## config.mk

```make
export PLATFORM = sky130hd
export DESIGN_NAME = mem_stage
export DESIGN_NICKNAME = d
export VERILOG_FILES = /design/src/rtl/mem_stage.sv
export SDC_FILE = /design/constraint.sdc
export NUM_CORES = 1
export LEC_CHECK = 0
export BUFFER_PORTS_ARGS = -buffer_cell sky130_fd_sc_hd__buf_2
export CAP_MARGIN = 0
export CELL_PAD_IN_SITES_DETAIL_PLACEMENT = 1
export CELL_PAD_IN_SITES_GLOBAL_PLACEMENT = 1
export CORE_MARGIN = 2
export CORE_UTILIZATION = 44
export DETAILED_ROUTE_END_ITERATION = 16
export PLACE_DENSITY_LB_ADDON = 0.3
export SLEW_MARGIN = 20
export SYNTH_ARGS = -nofsm -noshare
export SYNTH_HDL_FRONTEND = slang
export SYNTH_SLANG_ARGS = --single-unit
```

## constraint.sdc

```tcl
create_clock -name clock -period 11.25 [get_ports clock]
set_clock_uncertainty 0.15 [all_clocks]
set_input_delay 1.125 -clock clock [delete_from_list [all_inputs] [get_ports clock]]
set_output_delay 1.125 -clock clock [all_outputs]
set_load 0.01 [all_outputs]
```

## src/rtl/mem_stage.sv

```systemverilog
// Memory stage of the pipeline: turns the EX_MEM register into a data-memory
// access (IDLE/ACCESS handshake with timeout) and produces the MEM_WB register.
package riscv;
    typedef enum logic [5:0] {
        I_NOP = 6'd0,
        I_ADD,
        I_SUB,
        I_LB,
        I_LH,
        I_LW,
        I_LBU,
        I_LHU,
        I_SB,
        I_SH,
        I_SW
    } inst_type;
endpackage

module mem_stage #(
    parameter int READY_TIMEOUT = 64
) (
    input  logic             clock,
    input  logic             reset,
    input  logic             ex_valid,
    input  logic [31:0]      ex_ralu,
    input  logic [31:0]      ex_rs2,
    input  logic [31:0]      ex_npc,
    input  logic [5:0]       ex_write_addr,
    input  riscv::inst_type  ex_i,
    input  logic             ex_mem_ce,
    input  logic             ex_rw,
    input  logic             ex_bw,
    input  logic             ex_wreg,
    output logic             mem_stall,
    output logic             dmem_ce,
    output logic             dmem_rw,
    output logic [3:0]       dmem_be,
    output logic [31:0]      dmem_addr,
    output logic [31:0]      dmem_wdata,
    input  logic [31:0]      dmem_rdata,
    input  logic             dmem_ready,
    output logic             wb_valid,
    output logic [31:0]      wb_ralu,
    output logic [31:0]      wb_npc,
    output logic [31:0]      wb_read_data,
    output logic [5:0]       wb_write_addr,
    output logic             wb_wreg,
    output riscv::inst_type  wb_i,
    output logic             misalign,
    output logic             bus_error
);

    localparam int CNT_W = $clog2(READY_TIMEOUT + 1);

    localparam logic [0:0] IDLE   = 1'b0;
    localparam logic [0:0] ACCESS = 1'b1;

    localparam logic [1:0] SZ_B = 2'd0;
    localparam logic [1:0] SZ_H = 2'd1;
    localparam logic [1:0] SZ_W = 2'd2;

    function automatic logic [1:0] size_of(input riscv::inst_type i);
        case (i)
            riscv::I_LB, riscv::I_LBU, riscv::I_SB: size_of = SZ_B;
            riscv::I_LH, riscv::I_LHU, riscv::I_SH: size_of = SZ_H;
            default:                                size_of = SZ_W;
        endcase
    endfunction

    function automatic logic is_unsigned(input riscv::inst_type i);
        is_unsigned = (i == riscv::I_LBU) || (i == riscv::I_LHU);
    endfunction

    function automatic logic is_misaligned(input logic [1:0] sz, input logic [1:0] a);
        case (sz)
            SZ_B:    is_misaligned = 1'b0;
            SZ_H:    is_misaligned = a[0];
            default: is_misaligned = (a != 2'b00);
        endcase
    endfunction

    // Loads always fetch the whole word; only stores narrow the lane mask.
    function automatic logic [3:0] byte_en(input logic [1:0] sz, input logic load,
                                           input logic [1:0] a);
        if (load) begin
            byte_en = 4'b1111;
        end else begin
            case (sz)
                SZ_B:    byte_en = 4'b0001 << a;
                SZ_H:    byte_en = a[1] ? 4'b1100 : 4'b0011;
                default: byte_en = 4'b1111;
            endcase
        end
    endfunction

    function automatic logic [31:0] store_data(input logic [1:0] sz, input logic [31:0] d);
        case (sz)
            SZ_B:    store_data = {4{d[7:0]}};
            SZ_H:    store_data = {2{d[15:0]}};
            default: store_data = d;
        endcase
    endfunction

    function automatic logic [31:0] load_fmt(input logic [1:0] sz, input logic uns,
                                             input logic [1:0] a, input logic [31:0] d);
        logic signed [7:0]  b;
        logic signed [15:0] h;
        b = d[8*a +: 8];
        h = a[1] ? d[31:16] : d[15:0];
        case (sz)
            SZ_B:    load_fmt = uns ? {24'd0, b} : 32'(b);
            SZ_H:    load_fmt = uns ? {16'd0, h} : 32'(h);
            default: load_fmt = d;
        endcase
    endfunction

    logic [0:0]      state;
    logic [CNT_W-1:0] cnt;
    logic [31:0]     acc_ralu;
    logic [31:0]     acc_npc;
    logic [5:0]      acc_waddr;
    riscv::inst_type acc_i;
    logic            acc_wreg;

    logic [1:0]      ex_size;
    logic            ex_mis;
    logic            accept_mem;
    logic            timeout;

    // The bus-width hint is redundant with the instruction type.
    logic            unused_bw;
    assign unused_bw = ex_bw;

    assign ex_size    = size_of(ex_i);
    assign ex_mis     = is_misaligned(ex_size, ex_ralu[1:0]);
    assign accept_mem = (state == IDLE) && ex_valid && ex_mem_ce && !ex_mis;
    assign timeout    = (cnt == CNT_W'(READY_TIMEOUT - 1));

    assign dmem_ce   = (state == ACCESS);
    assign dmem_addr = {acc_ralu[31:2], 2'b00};
    assign mem_stall = !reset && ((state == IDLE) ? accept_mem : !dmem_ready);

    always_ff @(posedge clock or posedge reset) begin
        if (reset) begin
            state         <= IDLE;
            cnt           <= '0;
            acc_ralu      <= '0;
            acc_npc       <= '0;
            acc_waddr     <= '0;
            acc_i         <= riscv::I_NOP;
            acc_wreg      <= 1'b0;
            dmem_rw       <= 1'b0;
            dmem_be       <= '0;
            dmem_wdata    <= '0;
            wb_valid      <= 1'b0;
            wb_ralu       <= '0;
            wb_npc        <= '0;
            wb_read_data  <= '0;
            wb_write_addr <= '0;
            wb_wreg       <= 1'b0;
            wb_i          <= riscv::I_NOP;
            misalign      <= 1'b0;
            bus_error     <= 1'b0;
        end else begin
            wb_valid  <= 1'b0;
            misalign  <= 1'b0;
            bus_error <= 1'b0;
            case (state)
                IDLE: begin
                    if (ex_valid && (!ex_mem_ce || ex_mis)) begin
                        // Non-memory op or rejected misaligned access retires directly.
                        wb_valid      <= 1'b1;
                        wb_ralu       <= ex_ralu;
                        wb_npc        <= ex_npc;
                        wb_read_data  <= '0;
                        wb_write_addr <= ex_write_addr;
                        wb_i          <= ex_i;
                        wb_wreg       <= ex_mem_ce ? 1'b0 : ex_wreg;
                        misalign      <= ex_mem_ce;
                    end else if (accept_mem) begin
                        acc_ralu   <= ex_ralu;
                        acc_npc    <= ex_npc;
                        acc_waddr  <= ex_write_addr;
                        acc_i      <= ex_i;
                        acc_wreg   <= ex_wreg;
                        dmem_rw    <= ex_rw;
                        dmem_be    <= byte_en(ex_size, ex_rw, ex_ralu[1:0]);
                        dmem_wdata <= store_data(ex_size, ex_rs2);
                        cnt        <= '0;
                        state      <= ACCESS;
                    end
                end
                ACCESS: begin
                    if (dmem_ready || timeout) begin
                        wb_valid      <= 1'b1;
                        wb_ralu       <= acc_ralu;
                        wb_npc        <= acc_npc;
                        wb_write_addr <= acc_waddr;
                        wb_i          <= acc_i;
                        wb_wreg       <= dmem_ready && dmem_rw && acc_wreg;
                        wb_read_data  <= (dmem_ready && dmem_rw)
                                         ? load_fmt(size_of(acc_i), is_unsigned(acc_i),
                                                    acc_ralu[1:0], dmem_rdata)
                                         : 32'd0;
                        bus_error     <= !dmem_ready;
                        cnt           <= '0;
                        state         <= IDLE;
                    end else begin
                        cnt <= cnt + CNT_W'(1);
                    end
                end
                default: state <= IDLE;
            endcase
        end
    end

endmodule

```

# Word-level counts from Yosys, hierarchy flattened
# Index checks and enable logic that the tools add are counted.
dict set report classes {
  add_sub_neg 1
  n_eq_ne 19
  shifts 2
  n_mux 49
  bitwise 2
  reduce_logical 24
}
# op count
set ops {}
lappend ops {{$pmux W32 S2} 5}
lappend ops {{$mux W32} 9}
lappend ops {{$eq A6 B3 Y1 const B} 6}
lappend ops {{$shiftx A32 B6 Y8} 1}
lappend ops {{$eq A6 B4 Y1 const B} 4}
lappend ops {{$mux W6} 4}
lappend ops {{$pmux W6 S2} 2}
lappend ops {{$mux W7} 3}
lappend ops {{$mux W16} 1}
lappend ops {{$pmux W7 S2} 1}
lappend ops {{$mux W1} 13}
lappend ops {{$eq A6 B2 Y1 const B} 2}
lappend ops {{$reduce_or A3 Y1} 4}
lappend ops {{$mux W4} 2}
lappend ops {{$pmux W1 S2} 4}
lappend ops {{$pmux W2 S2} 2}
lappend ops {{$pmux W4 S2} 1}
lappend ops {{$add A7 B1 Y7 const B} 1}
lappend ops {{$eq A7 B6 Y1 const B} 1}
lappend ops {{$logic_and A1 B1 Y1} 7}
lappend ops {{$eq A2 B1 Y1 const B} 2}
lappend ops {{$logic_not A1 Y1} 4}
lappend ops {{$logic_not A2 Y1} 2}
lappend ops {{$mux W2} 2}
lappend ops {{other kinds (8)} 14}
dict set report word_totals {
  ff_bits 234
  inputBits 148
  out_inout_bits 183
  word_cells 116
}

# Depth between registers and ports, before layout
dict set report logic_depth {
  word_depth 10
  depth_mapped 9
  mapped_depth_nobuf 6
}

# Least setup slack after synthesis
# Ideal clock, no wire load.
dict set report synth_timing {
  kind {input -> output}
  startpoint {input port ex_i[3]}
  endpoint {output port mem_stall}
  arrival_time_ns 2.735
  setup_slack_ns 7.240
  stages 6
  path_buffers 2
  cell_sequence {or4b_1 > o32ai_2 > a32oi_1 > buf_2 > clkbuf_1 > a21oi_1}
}
dict set report synth_via {
  elab_chain_cells 9
}
# item line
set synth_lines {}
lappend synth_lines {{from (decl)} 29} ;# input riscv::inst_type ex_i,
lappend synth_lines {{$eq A6 B3 Y1, or another cell as far along} 63} ;# case (i)
lappend synth_lines {{$reduce_or A3 Y1} 63}
lappend synth_lines {{$pmux W2 S2 *} 63}
lappend synth_lines {{$eq A2 B1 Y1 or $logic_not A2 Y1 (tied branches)} 75} ;# case (sz)
lappend synth_lines {{$pmux W1 S2 *} 75}
lappend synth_lines {{$logic_not A1 Y1 *} 136} ;# assign accept_mem = (state == IDLE) && ex_valid && ex_mem_ce && !ex_mis;
lappend synth_lines {{$logic_and A1 B1 Y1 *} 136}
lappend synth_lines {{$mux W1 *} 141} ;# assign mem_stall = !reset && ((state == IDLE) ? accept_mem : !dmem_ready);
lappend synth_lines {{$logic_and A1 B1 Y1 *} 141}
lappend synth_lines {{to (decl)} 34} ;# output logic mem_stall,
# Mark *: on every way between the ends. The rest lies on a longest branch, timed or not.

# Worst setup path in the final report
# Ends and elaborated chain as after synthesis.

==> impl_summary.txt <==
----------------------------------------------------
[Yosys]
  Share of async-settable or async-resettable flops after synthesis ... 100%
  Synth top cells by count ... dfrtp_1, mux2_1, mux2_2
  Library cells used by synthesis ... 58
  Dominant cell type by area after synthesis ... dfrtp_1
  Sequential fraction of the synthesis area ... 53.1%
  Most repeated cell in the gate-level netlist after synthesis ... dfrtp_1
  Syn Area/Cell ... 12.8 um^2
  Number of flops mapped to enable cells by yosys ... 0
  Yosys top cell area share ... 53.1%
  Gate count after technology mapping ... 859
  Main synth FF type ... dfrtp_1
  Register bit total from synthesis ... 234
  Total standard cell area after synthesis ... 11000 um^2
  Largest cells by area after synthesis ... dfrtp_1, mux2_1, mux2_2
  Count of warnings emitted by yosys ... 0

[Finish]
  Number of fillers in the final layout ... 2625
  Area Overhead vs Synth ... 23.1%
  Combined area of the multi-input logic cells ... 4680 um^2
  Share of post-route cells with drive strength above 1 ... 42.2%
  Post-Layout Cell Count ... 1486
  Post-route cell area ... between 10000 and 15000 um^2
  Flip-flop and latch area ... 5860 um^2
  Nets ... 1290

[Routing]
  Drt total wl ... 29.0 mm
  DR vias/cell ... 5.31
  Drc violations ... 0
  Total number of vias ... a little under 8000
  Routed length per instance ... approximately 20 um
  Number of routed nets with antenna violations ... 0
  DRC marker count from the first detailed-route iteration ... 302
  Pre-Repair DR Iteration Count ... 4

[Floorplanning]
  Die area ... 26300 um^2
  Die span in y ... 162 um
  Starting utilization of the core area ... 45.0%
  Number of placement rows ... 57
  Placeable core area ... about 24000 um^2
  Num ports ... 331
  Die Width ... 162 um

[Pwr]
  Power, Total ... ~2.7 mW
  Clock power frac ... 31.8%
  Sw Ratio ... roughly 31%
  Cell-internal power ... about 1.9 mW
  Leak ... 6.51 nW
  Power density of the placed cells ... 197 nW/um^2
  Power share of the combinational group ... 24.7%
  Share of total power in sequential cells ... 43.5%
  NetSw ... 825 uW
  IR drop worst, VDD ... around 0.00014 V

[Setup path]
  Required arrival time at the worst endpoint ... 9.98 ns
  Total stage count of the critical path ... 7
  Critical path cell sequence ... buf_2 -> or4b_1 -> o32ai_4 -> buf_4 -> a32oi_4 -> a21oi_1 -> buf_2
  R2R depth ... 7
  Critical Path Max Stage Delay ... 0.58 ns
  Bufs and invs on worst path ... 3
  Slowest-stage cell, CP ... or4b_1
  Kind of cell with the highest combined delay on the critical path ... buffers and inverters
  Arr. time, crit path ... 2.78 ns
  Critical path peak fanout ... 22
  CP Launch Type ... input port
  Startpoint-to-endpoint class of the critical path ... input port to primary output
  Sort of element at the end of the critical path ... primary output
  Cell occurring most often along the worst timing path ... buf_2

[Placement]
  Port-buffer cells ... 327
  Placed wire-length estimate ... 19.8 mm
  Worst slack, placed ... 6.61 ns
  Placed insts ... 1436
  Placement Cell Area ... 12700 um^2
  Global placement routability congestion ... 0.785

[CTS]
  Post-cts gate resize count ... 0
  Clock-pin slew of the registers on the worst-case setup and hold paths ... approximately 0.060 ns
  Clock tree sinks ... approximately 230
  Worst skew pair latency ... 0.53 ns
  TritonCTS buffer count ... 27
  Hold-fix buffers at CTS ... 0
  # Post-CTS Setup Buffers ... 0
  Clock root buffer master ... clkbuf_16
  CTS max path bufs ... 3
  CTS H-tree lvls ... 1
  CTS tree ... yes

[Hold path]
  Hold depth ... 2
  Path category of the worst min-delay check ... register to register

[GRT]
  Wire length of the first global-routing pass ... 46.5 mm
  Antenna violations before repair ... 4
  Number of global-route vias before repair ... 8394
  Total grt overflow ... 0
  GRT Overall Usage ... between 20 and 25%
  Pin count of the biggest net entering global routing ... 102

[STA]
  Final clock period utilization by the worst path ... 36.1%
  Final setup violation count ... 0
  Worst-case headroom to the max-slew limit ... 26.1%
  Final Hold Fails ... 0
  Setup TNS ... 0 ns
  Maximum clock frequency ... 246 MHz
  Min Clock Period, post-route ... 4.06 ns
  Setup repair after global routing missed its margin ... no
  Final setup slack of the worst path ... between 7 and 8 ns
  Transition at the pin with the smallest max-transition slack ... 1.11 ns
  Number of max-slew violations in the final report ... 0

[Run status]
  Run status ... complete, no violations

[Run]
  Max-cap violations ... 0

----------------------------------------------------
## power by group through the flow
stage / clock network [mW] / registers, mW / logic (mW)
2_1_floorplan: 0 / 1.19 / 0.407
3_3_place_gp: 0 / 1.16 / 0.648
3_5_place_dp: 0 / 1.18 / 0.670
4_1_cts: 0.876 / 1.17 / 0.675
5_1_grt: 0.904 / 1.19 / 0.726
6_report: 0.850 / 1.16 / 0.661
## area by class of cell
cell class	count	share of cell area, %
Clock inverter	7	0.507
Clock buffer	41	5.81
Timing Repair Buffer	338	12.7
Multi-Input combinational cell	531	34.5
Sequential cell	234	43.2
Tap cell	324	2.99
Antenna cell	2	0.0369
Inverter	9	0.304
## worst reg2reg max path, stage by stage (launching register included)
cell and delay (ns):
dfrtp_4 0.55, buf_4 0.77, inv_1 0.32, nor2_1 0.32, nand2b_1 0.17, a22oi_2 0.17
buf_4 0.63, mux2_1 0.47
## sequential cells by signal, indices dropped and copies added (netlist names)
| register | flops |
|---|---|
| dmem_wdata | 32 |
| acc_npc | 32 |
| dmem_ce | 1 |
| cnt | 7 |
| wb_valid | 1 |
| bus_error | 1 |
| acc_waddr | 6 |
| misalign | 1 |
| dmem_be | 4 |
| acc_wreg | 1 |
| acc_ralu | 32 |
| wb_ralu | 32 |
| wb_write_addr | 6 |
| dmem_rw | 1 |
| wb_wreg | 1 |
| acc_i | 6 |
| wb_read_data | 32 |
| wb_npc | 32 |
| wb_i | 6 |
## cells by family after synthesis
family          after synthesis  synth area share, %
xor+xnor                      1               0.0795
compound gates              134                 8.66
flops                       234                 53.1
buf+inv                      95                 4.89
mux                         278                 28.0
other cells                   1               0.0340
fa+ha+maj                     1                0.114
simple gates                115                 5.11
## layer usage
layer	vias to the layer above	GRT usage (%)	routed length, um
li1	3636	-	-
met1	3973	27.2	11900
met2	220	37.6	14400
met4	4	6.28	812
met5	-	0	27
met3	57	5.75	1930
## stage by stage
stage / util (%) / hold WS (ns)
2_1_floorplan: - / 0.278
3_3_place_gp: 51.9 / 0.311
3_5_place_dp: 51.9 / 0.320
4_1_cts: 55.4 / 0.333
5_1_grt: 55.4 / 0.350
6_report: 55.4 / 0.328
## final timing paths
| path | start | end | slack [ns] |
|---|---|---|---|
| max | ex_i[3] | mem_stall | 7.19 |
| min | dmem_wdata[14]$_DFFE_PP0P_ | dmem_wdata[14]$_DFFE_PP0P_ | 0.33 |
| max reg2reg | dmem_ce$_DFF_PP0_ | wb_ralu[6]$_DFFE_PP0P_ | 7.57 |
| min reg2reg | dmem_wdata[14]$_DFFE_PP0P_ | dmem_wdata[14]$_DFFE_PP0P_ | 0.33 |
| max in group asynchronous | reset | dmem_ce$_DFF_PP0_ | 8.88 |
| min in group asynchronous | reset | cnt[6]$_DFFE_PP0P_ | 0.56 |
## placed cells by master, fill, tap and decap left out, types with 3 or more instances in the layout
| master | instances |
|---|---|
| nand3_1 | 3 |
| mux2i_1 | 40 |
| nand3b_1 | 3 |
| buf_2 | 327 |
| o21ai_0 | 17 |
| clkbuf_1 | 8 |
| nor3_1 | 4 |
| clkbuf_8 | 6 |
| o2bb2ai_1 | 16 |
| inv_1 | 6 |
| mux2_2 | 94 |
| nor4bb_1 | 3 |
| o21a_1 | 8 |
| buf_4 | 11 |
| clkbuf_16 | 27 |
| a21oi_1 | 14 |
| nor2b_1 | 3 |
| clkinv_2 | 3 |
| o21ai_1 | 28 |
| a22o_1 | 19 |
| a32o_1 | 7 |
| nor2_1 | 27 |
| nand2_1 | 49 |
| mux2_1 | 144 |
| dfrtp_1 | 233 |
| nand2b_1 | 4 |
| a2bb2oi_1 | 3 |
Power figures use the tool's default switching activity.
